**src/rtl/cs_y_collector.sv**
```systemverilog
// cs_y_collector: captures the CS result Y once per enabled clock, drops a
// warm-up count after reset, tags kept samples with a sequence number and
// buffers them in a show-ahead FIFO drained over valid/ready. Overflow is a
// sticky flag; the producer is never stalled.
module cs_y_collector #(
    parameter int DEPTH = 16,
    parameter int SKIP  = 1
) (
    input  logic                       clk,
    input  logic                       reset,
    input  logic [9:0]                 y_in,
    input  logic                       en,
    input  logic                       out_ready,
    output logic                       out_valid,
    output logic [9:0]                 out_data,
    output logic [7:0]                 out_tag,
    output logic [$clog2(DEPTH):0]     count,
    output logic                       full,
    output logic                       empty,
    output logic                       overflow
);
    localparam int AW = $clog2(DEPTH);
    localparam int CW = AW + 1;

    typedef struct packed {
        logic [9:0] data;
        logic [7:0] tag;
    } entry_t;

    entry_t          mem [DEPTH];
    logic [AW-1:0]   wr_ptr, rd_ptr;
    logic [CW-1:0]   cnt;
    logic [3:0]      warm;
    logic [7:0]      tag;
    logic            ovf;

    logic            warm_done, evt, pop, push, drop, nonempty, at_full;
    entry_t          head;

    // Decode this cycle's sample event, handshake and accept/drop decision.
    always_comb begin
        warm_done = (warm >= 4'(SKIP));
        nonempty  = (cnt != '0);
        at_full   = (cnt == CW'(DEPTH));
        evt       = en && warm_done;
        pop       = nonempty && out_ready;
        // A full FIFO still accepts when the head leaves in the same cycle.
        push      = evt && (!at_full || pop);
        drop      = evt && !push;
    end

    // Warm-up counter: advances on enabled cycles and saturates at SKIP.
    always_ff @(posedge clk) begin
        if (reset)
            warm <= '0;
        else if (en && !warm_done)
            warm <= warm + 4'd1;
    end

    // Sequence tag advances on every post-warm-up event, kept or dropped,
    // so the consumer can spot gaps; sticky overflow records any drop.
    always_ff @(posedge clk) begin
        if (reset) begin
            tag <= '0;
            ovf <= 1'b0;
        end else begin
            if (evt)  tag <= tag + 8'd1;
            if (drop) ovf <= 1'b1;
        end
    end

    // Pointer and occupancy update; push+pop together leaves count unchanged.
    always_ff @(posedge clk) begin
        if (reset) begin
            wr_ptr <= '0;
            rd_ptr <= '0;
            cnt    <= '0;
        end else begin
            if (push) wr_ptr <= wr_ptr + AW'(1);
            if (pop)  rd_ptr <= rd_ptr + AW'(1);
            if (push && !pop)
                cnt <= cnt + CW'(1);
            else if (pop && !push)
                cnt <= cnt - CW'(1);
        end
    end

    // Storage needs no reset: emptiness is tracked by count alone.
    always_ff @(posedge clk) begin
        if (!reset && push)
            mem[wr_ptr] <= '{data: y_in, tag: tag};
    end

    // Show-ahead head, forced to zero when the FIFO is empty.
    always_comb begin
        head      = mem[rd_ptr];
        out_valid = nonempty;
        out_data  = nonempty ? head.data : '0;
        out_tag   = nonempty ? head.tag  : '0;
        count     = cnt;
        full      = at_full;
        empty     = !nonempty;
        overflow  = ovf;
    end
endmodule

```
**config.mk**
```make
export PLATFORM = sky130hd
export DESIGN_NAME = cs_y_collector
export DESIGN_NICKNAME = d
export VERILOG_FILES = /design/src/rtl/cs_y_collector.sv
export SDC_FILE = /design/constraint.sdc
export NUM_CORES = 1
export LEC_CHECK = 0
export CAP_MARGIN = 10
export CORE_MARGIN = 2
export CORE_UTILIZATION = 45
export CTS_CLUSTER_SIZE = 10
export DETAILED_ROUTE_END_ITERATION = 6
export PLACE_DENSITY = 0.61
export SLEW_MARGIN = 20
export SYNTH_ARGS = -nofsm -noshare
export SYNTH_HDL_FRONTEND = slang
export SYNTH_SLANG_ARGS = --single-unit
```
**constraint.sdc**
```tcl
create_clock -name clk -period 7.5 [get_ports clk]
set_clock_uncertainty 0.05 [all_clocks]
set_input_delay 1.5 -clock clk [delete_from_list [all_inputs] [get_ports clk]]
set_output_delay 1.5 -clock clk [all_outputs]
set_load 0.005 [all_outputs]
```
==> results of run 1 <==
worst reg2reg max path: cells and delay by family, from the launching register on:
family | cells | cell delay (ns)
and+or+nand+nor | 3 | 1.23
adders and majority gates | 3 | 0.68
buffers and inverters | 3 | 0.32
AOI/OAI and AO/OA | 3 | 0.63
DFF | 1 | 0.35
flip-flops by register name, indices dropped and copies added, names as in the netlist, named ones only:
signal	count
overflow	1
warm	4
wr_ptr	4
mem	288
count	5
tag	8
rd_ptr	4
layer usage:
layer	wire length (um)	global-route usage [%]	vias to the layer above	share of wire [%]
met3	1660	3.91	39	6.4
li1	-	-	2659	-
met4	487	4.90	0	1.9
met5	0	0	-	0
met1	10300	23.7	3127	40
met2	13400	31.7	189	52
logic make-up after synthesis:
kind of cell,count (synthesis),share of synthesized area (%)
AO/OA/AOI/OAI,38,2.71
XOR/XNOR,14,0.978
adder cells (fa/ha/maj),14,1.46
buffers and inverters,40,1.74
flip-flops,318,73.8
multiplexers,94,14.9
AND/OR/NAND/NOR,100,4.45
layout by cell type, fill, tap and decap left out, types with 9 or more instances in the layout:
cell type / count
edfxtp_1: 288
mux4_2: 72
clkdlybuf4s50_1: 40
clkbuf_16: 38
nor2_1: 27
dfxtp_1: 27
nor2b_1: 20
mux2_2: 19
and3_1: 16
buf_4: 16
a221o_1: 13
ha_1: 13
clkbuf_1: 12
xor2_1: 11
inv_1: 9
per-stage QoR:
stage / cell area (sq um) / setup WS [ns] / hold slack, ns
floorplan: 12500 / 4.03 / 0.402
global placement: 13400 / 2.82 / 0.409
CTS: 14400 / 2.24 / 0.427
global route: 14400 / 2.11 / 0.441
detailed placement: 13400 / 2.79 / 0.414
finish: 14400 / 2.33 / 0.423
where the power goes:
group	internal [W]	switching (W)	leakage [nW]	total [W]
logic	0.000506	0.000391	1.26	0.000898
clock network	0.000935	0.000646	0.510	0.00158
registers	0.00199	0.000108	2.89	0.00210
worst max path at each step:
stage	from	end	slack, ns	depth (start not counted)
floorplan	out_ready	count[4]$_SDFFE_PP0P_	4.03	9
global placement	flop	out_tag[0]	2.82	5
detailed placement	flop	out_tag[0]	2.79	5
CTS	flop	out_tag[0]	2.24	5
global route	flop	out_tag[0]	2.11	5
finish	flop	out_tag[0]	2.33	5
cell type report:
class	instances	share of cell area (%)
repair buffers	57	3.71
inverters	9	0.234
multi-input cells	260	21.3
clock inverters	4	0.295
flip-flops and latches	318	64.2
clock buffers	51	7.00
well taps	378	3.28
==> results_dict.tcl, run 1 <==
set metrics [dict create \
    yosysWarnings 0 \
    worstHoldStart "overflow$_SDFFE_PP0P_" \
    synthArstFlopShare_pct 0 \
    avgSynthCellArea_sq_um 20.3 \
    status "complete, no violations" \
    reg2reg_slack_ns 4.11 \
    grt_remaining_overflow 0 \
    setup_viol 0 \
    r2r-start "warm[1]$_SDFFE_PP0P_" \
    portBuffers 40 \
    ctsRootBufferMaster "clkbuf_16" \
    n_antenna_cell 0 \
    pwr_density_cell_nw_per_um2 317 \
    drt-wirelength-per-cell_um 24.1 \
    cts_sinks 318 \
    coreArea_sq_um 27600 \
    total_power_w 0.00458 \
    hp-class "flop to flop" \
    critPathKind "flop to output pin" \
    syn-num-nets 646 \
    start_util_pct 45.4 \
    cp.buffers_inverters 2 \
    cp_top_family "flip-flops" \
    instances_no_fill 1077 \
    synth_seq_cells 318 \
    seqCellArea_sq_um 9260 \
    drv_slew 0 \
    cpPeakStageDelay_ns 1.01 \
    reg2reg_depth 12 \
    cts_buffer_depth 3 \
    vias_per_cell 5.58 \
    cp.arrival_ns 3.62 \
    maxSlewHeadroom_pct 32.8 \
    final_util_pct 52.2 \
    hold_buffers 0 \
    tns_ns 0 \
    drt-initial-drc-count 632 \
    synth_ff_type "edfxtp_1" \
    dp_cells 1021 \
    grt_pass1_vias 6221 \
    path_cells "buf_4 -> mux4_2 -> mux2_2 -> a221o_1 -> clkdlybuf4s50_1" \
    worstSetupStartpointType "flop" \
    gp_congestion 0.729 \
    vias 6014 \
    synth.distinct_cells 47 \
    rsz0062_at_grt "false" \
    ir_worst_vdd_v 0.000149 \
    io_pins 41 \
    nNetsFinal 712 \
    cts_tree "yes" \
    post-cts-setup-buffers 0 \
    fillers 2216 \
    multi_input_area_sq_um 3070 \
    synth_edf_count 288 \
    ant_nets 0 \
    r2r_end "count[3]$_SDFFE_PP0P_" \
    synth_commonest_cells "edfxtp_1 (288), mux4_2 (72), dfxtp_1 (30), nor2_1 (28), nor2b_1 (20)" \
    cts-resized-gates 0 \
    hold_end "overflow$_SDFFE_PP0P_" \
    p_leak_nw 4.66 \
    synth.top_cell.area_share_pct 69.0 \
    cts_inserted_buffers 38 \
    area_growth_pct 15.1 \
    syn_area_sq_um 12500 \
    die_h_um 171 \
    drive_gt1_share_pct 24.3 \
    synth_top_cell_by_area "edfxtp_1" \
    grt_first_pass_wirelength_um 38400 \
    whs_path_depth 2 \
    hold_viol_final 0 \
    min_period_over_period_pct 69.0 \
    drc 0 \
    insertion_delay_ns 0.51 \
    dp_hpwl_um 14000 \
    drv_cap 0 \
    ys_seq_area_share_pct 73.8 \
    rows 61 \
    grt_usage_pct 18.3 \
    clk_pin_slew_worst_paths_ns 0.05 \
    antenna_found_initial 0 \
    drtPass1Iterations 5 \
    worstPathRequired_ns 5.95 \
    syn_inst 618 \
    max_freq_mhz 193 \
    dieArea_sq_um 29200 \
    grt_max_degree 56 \
    synth_most_common_cell "edfxtp_1" \
    crit_slowest_cell "dfxtp_4" \
    fin_crit_ns 5.17 \
    h-tree-depth 2 \
    tightestPinTransition_ns 1.01 \
    worstPathMaxFanout 55 \
    endpoint_kind "output pin" \
    die_w_um 171 \
    ys_top_cells_by_area "edfxtp_1 (69%), mux4_2 (13%), dfxtp_1 (4.8%)" \
    finalWirelength_um 25900 \
]
No activity file was read; power rests on OpenSTA's default activity.
==> inputs of run 2 (changes only) <==
clock period = 5.3 ns   (was 7.5 ns; I/O delays follow)
==> run 2 against run 1 <==
Effect of this change: clock power is 44% higher; die area unchanged; flip-flop and latch count is the same; routed wire length is 3.5% higher; sequential share of layout area fell by 0.30 points; sequential power up 39%; worst hold slack gained 0.0052 ns; non-clock buffer count grew 4; power rose by 43%; design area increased by 0.44%; critical path depth unchanged; clock-buffer cell count shrank 1.
==> results_dict.tcl, run 2 (synthesized netlist as in run 1, its figures left out) <==
set metrics [dict create \
    h-tree-depth 2 \
    coreArea_sq_um 27600 \
    n_antenna_cell 0 \
    drt-initial-drc-count 405 \
    tns_ns 0 \
    dp_hpwl_um 14400 \
    insertion_delay_ns 0.51 \
    vias_per_cell 5.67 \
    crit_slowest_cell "or4_4" \
    multi_input_area_sq_um 3070 \
    pre_cts_slack_ns 1.44 \
    p_leak_nw 4.70 \
    fillers 2211 \
    ir_worst_vdd_v 0.000291 \
    largest_reg_flops 288 \
    final_cell_mix "edfxtp_1 (288), mux4_2 (72), clkdlybuf4s50_1 (40)" \
    worstSetupStartpointType "flop" \
    reg2reg_depth 12 \
    rows 61 \
    cp.buffers_inverters 2 \
    ant_nets 0 \
    worstPathMaxFanout 14 \
    ctsRootBufferMaster "clkbuf_16" \
    grt_pass1_vias 6384 \
    grt_max_degree 55 \
    cts_sinks 318 \
    instances_no_fill 1081 \
    post-cts-setup-buffers 0 \
    path_cells "or4_4 -> o211a_1 -> buf_4 -> a221o_2 -> clkdlybuf4s50_1" \
    cts_tree "yes" \
    pwr_density_cell_nw_per_um2 451 \
    clk_pin_slew_worst_paths_ns 0.05 \
    fin_crit_ns 4.35 \
    vias 6128 \
    endpoint_kind "output pin" \
    cts_buffer_depth 3 \
    maxSlewHeadroom_pct 41.2 \
    worstPathRequired_ns 4.19 \
    setup_ws_ns 0.948 \
    seqCellArea_sq_um 9260 \
    r2r-start "warm[1]$_SDFFE_PP0P_" \
    drc 0 \
    status "complete, no violations" \
    critPathKind "flop to output pin" \
    drtPass1Iterations 5 \
    cts-resized-gates 0 \
    max_freq_mhz 230 \
    area_growth_pct 15.6 \
    cts_inserted_buffers 38 \
    worst-path-stages 5 \
    cp_top_family "compound AO/OA/AOI/OAI gates" \
    grt_first_pass_wirelength_um 39900 \
    grt_usage_pct 19.0 \
    final_common_cell "edfxtp_1" \
    tightestPinTransition_ns 0.880 \
    dpl_cell_area_sq_um 13400 \
    hold_buffers 0 \
    whs_path_depth 2 \
    die_h_um 171 \
    dp_cells 1026 \
    grt_remaining_overflow 0 \
    drv_slew 0 \
    gp_congestion 0.727 \
    cpPeakStageDelay_ns 0.66 \
    hold_viol_final 0 \
    worstHoldStart "overflow$_SDFFE_PP0P_" \
    nNetsFinal 716 \
    setup_viol 0 \
    antenna_found_initial 0 \
    cp.arrival_ns 3.24 \
    total_power_w 0.00654 \
    die_w_um 171 \
    drv_cap 0 \
    portBuffers 40 \
    start_util_pct 45.4 \
    finalWirelength_um 26800 \
    drive_gt1_share_pct 24.6 \
    io_pins 41 \
    rsz0062_at_grt "false" \
    postLayoutCellArea_sq_um 14500 \
    dieArea_sq_um 29200 \
    hp-class "flop to flop" \
    drt-wirelength-per-cell_um 24.8 \
    setup.worst_path.start "count[0]$_SDFFE_PP0P_" \
    largest_register "mem" \
    min_period_over_period_pct 82.1 \
]
==> run 2: cell types whose count changed in the layout (fill, tap and decap cells not counted), moves of 2 or more <==
cell,before,now
buf_4,16,19
buf_12,0,2
clkbuf_1,12,10
inv_6,3,0
clkinv_1,0,2
==> run 2: worst paths after layout <==
check,endpoint,slack [ns]
max,out_tag[7],0.95
min,overflow$_SDFFE_PP0P_,0.43
max reg2reg,count[3]$_SDFFE_PP0P_,1.85
min reg2reg,overflow$_SDFFE_PP0P_,0.43
==> run 2: per-layer routing <==
layer  global-route usage, %  up-vias  share of wire [%]
met5                       0        -                  0
met4                    5.16        0                2.0
met3                    3.35       49                5.0
met2                    33.1      180                 51
met1                    24.7     3240                 42
li1                        -     2659                  -
==> run 2: worst min-delay path, cell delays in order (launching register included) <==
cell and delay, ns:
dfxtp_1 0.32, a31oi_1 0.04, nor2_1 0.08
==> run 2: stage by stage <==
stage / hold WS [ns] / utilization (%)
4_1_cts: 0.432 / 52.5
6_report: 0.428 / 52.5
3_3_place_gp: 0.409 / 48.6
5_1_grt: 0.443 / 52.5
2_1_floorplan: 0.402 / -
3_5_place_dp: 0.419 / 48.6
==> run 2: final cells by class <==
class / instances / area share, %
Sequential cell: 318 / 63.9
Multi-Input combinational cell: 260 / 21.2
Clock buffer: 50 / 7.09
Timing Repair Buffer: 61 / 4.02
Tap cell: 378 / 3.26
Clock inverter: 5 / 0.311
Inverter: 9 / 0.233
==> run 2: where the power goes <==
part	total (W)	internal [W]	switching, W
Sequential	0.00291	0.00282	0.0000886
Combinational	0.00136	0.000732	0.000632
Clock	0.00227	0.00135	0.000922
==> inputs of run 3 (changes only) <==
PLACE_DENSITY = 0.63   (was 0.61)
clock period = 3.78 ns   (was 5.3 ns; I/O delays follow)
==> run 3 against run 2 <==
Effect of this change: power increased by 39%; design area rose by 1.1%; critical path depth is 3 higher; sequential share of layout area down 0.71 points; flip-flop and latch count is the same; global-route usage down 0.37 points; worst hold slack gained 0.00077 ns; largest power group unchanged; clock-buffer cell count shrank 1; critical endpoint is now out_data[7]; via count up 0.44%; register-to-register slack got worse by 1.5 ns; clock power rose by 33%.
==> results_dict.tcl, run 3 (synthesized netlist as in run 1, its figures left out) <==
set metrics [dict create \
    worstSetupStartpointType "flop" \
    grt_max_degree 33 \
    ctsRootBufferMaster "clkbuf_16" \
    grt_first_pass_wirelength_um 39500 \
    endpoint_kind "output pin" \
    status "complete, no violations" \
    drc 0 \
    max_freq_mhz 272 \
    clockPowerShare_pct 33.2 \
    vias 6155 \
    pwr_density_cell_nw_per_um2 619 \
    critPathKind "flop to output pin" \
    h-tree-depth 2 \
    vias_per_cell 5.62 \
    drtPass1Iterations 4 \
    start_util_pct 45.4 \
    min_period_over_period_pct 97.4 \
    grt_usage_pct 18.6 \
    fin_crit_ns 3.68 \
    cts_tree "yes" \
    internal_power_w 0.00682 \
    n_antenna_cell 0 \
    io_pins 41 \
    final_common_cell "edfxtp_1" \
    maxSlewHeadroom_pct 52.1 \
    dp_hpwl_um 15600 \
    nNetsFinal 733 \
    die_h_um 171 \
    fillers 2212 \
    largest_reg_flops 288 \
    drv_slew 0 \
    dieArea_sq_um 29200 \
    grt_remaining_overflow 0 \
    final_cell_mix "edfxtp_1 (288), mux4_2 (72), clkdlybuf4s50_1 (39)" \
    cts_inserted_buffers 37 \
    netSwitchingPower_w 0.00226 \
    cts_sinks 318 \
    hp-class "flop to flop" \
    rows 61 \
    drt-initial-drc-count 538 \
    finalWirelength_um 26400 \
    gp_congestion 0.766 \
    p_leak_nw 4.79 \
    dpl_cell_area_sq_um 13600 \
    hold_viol_final 0 \
    coreArea_sq_um 27600 \
    worstPathMaxFanout 12 \
    hold_buffers 0 \
    drv_cap 0 \
    die_w_um 171 \
    clk_pin_slew_worst_paths_ns 0.06 \
    tightestPinTransition_ns 0.718 \
    grt_pass1_vias 6490 \
    final_util_pct 53.0 \
    drive_gt1_share_pct 25.8 \
    worstPathRequired_ns 2.97 \
    cp.arrival_ns 2.87 \
    setup_viol 0 \
    comb_power_share_pct 21.5 \
    ant_nets 0 \
    cts_buffer_depth 3 \
    insertion_delay_ns 0.50 \
    seq_power_share_pct 45.3 \
    postLayoutCellArea_sq_um 14700 \
    portBuffers 40 \
    area_growth_pct 16.9 \
    ir_worst_vdd_v 0.000409 \
    antenna_found_initial 0 \
    drt-wirelength-per-cell_um 24.1 \
    largest_register "mem" \
    swShare_pct 24.9 \
]
[run 3: cell count changes in the layout (fill, tap and decap cells not counted), moves of 2 or more]
| cell | before | now |
|---|---|---|
| buf_12 | 2 | 11 |
| buf_4 | 19 | 28 |
| and3_1 | 17 | 19 |
| and3_2 | 2 | 0 |
| clkbuf_1 | 10 | 12 |
| clkbuf_16 | 39 | 37 |
| clkinv_1 | 2 | 0 |
| clkinv_8 | 2 | 0 |
| inv_6 | 0 | 2 |
[run 3: worst max-delay path: stages (launching register included)]
cell and delay [ns]:
dfxtp_1 0.34, or4_4 0.62, buf_4 0.18, o21ai_4 0.15, buf_12 0.17, buf_4 0.14
nor2b_1 0.04, a221o_1 0.27, clkdlybuf4s50_1 0.45
[run 3: final timing paths]
path,from,depth (start not counted),to,slack [ns]
hold reg to reg,overflow$_SDFFE_PP0P_,2,overflow$_SDFFE_PP0P_,0.43
hold / removal,overflow$_SDFFE_PP0P_,2,overflow$_SDFFE_PP0P_,0.43
setup reg to reg,warm[1]$_SDFFE_PP0P_,12,count[3]$_SDFFE_PP0P_,0.36
setup / recovery,count[3]$_SDFFE_PP0P_,8,out_data[7],0.1
[run 3: metrics by stage]
step                      worst slack, ns   TNS (ns)  power, W  hold slack (ns)  cells
after floorplan                     0.648          0   0.00537            0.402    618
after global placement              0.345          0   0.00606            0.409   1038
after detailed placement            0.241          0   0.00612            0.427   1038
after CTS                          0.0336          0   0.00915            0.437   1092
after global routing            -0.000270  -0.000270   0.00946            0.461   1095
final                              0.0997          0   0.00908            0.429   1095
[run 3: routing by layer]
| metal | track usage, % | part of all wire, % | wire (um) | vias to the layer above |
|---|---|---|---|---|
| met5 | 0 | 0 | 0 | - |
| met4 | 4.46 | 1.4 | 367 | 0 |
| met3 | 3.26 | 5.4 | 1440 | 35 |
| met2 | 32.8 | 52 | 13700 | 169 |
| met1 | 24.2 | 41 | 11000 | 3250 |
| li1 | - | - | - | 2701 |
[run 3: timing repair]
item,4_1_cts,5_1_grt
resized for setup,0,1
setup endpoints to repair,17,2
buffers inserted,3,3
pin swaps,2,1
[run 3: power groups by stage]
stage,Combinational (W),Sequential [W],Clock [W]
floorplan,0.00129,0.00408,0
global placement,0.00187,0.00418,0
detailed placement,0.00192,0.00420,0
CTS,0.00195,0.00412,0.00308
global route,0.00210,0.00413,0.00323
finish,0.00195,0.00411,0.00301
[run 3: final cells by class]
| type | instances | area (sq um) | area share [%] |
|---|---|---|---|
| multi-input combinational | 260 | 3070 | 20.9 |
| sequential | 318 | 9260 | 63.2 |
| clock inverter | 2 | 17.5 | 0.120 |
| clock buffer | 49 | 971 | 6.62 |
| inverter | 9 | 33.8 | 0.230 |
| tap | 378 | 473 | 3.23 |
| timing repair buffer | 79 | 833 | 5.69 |
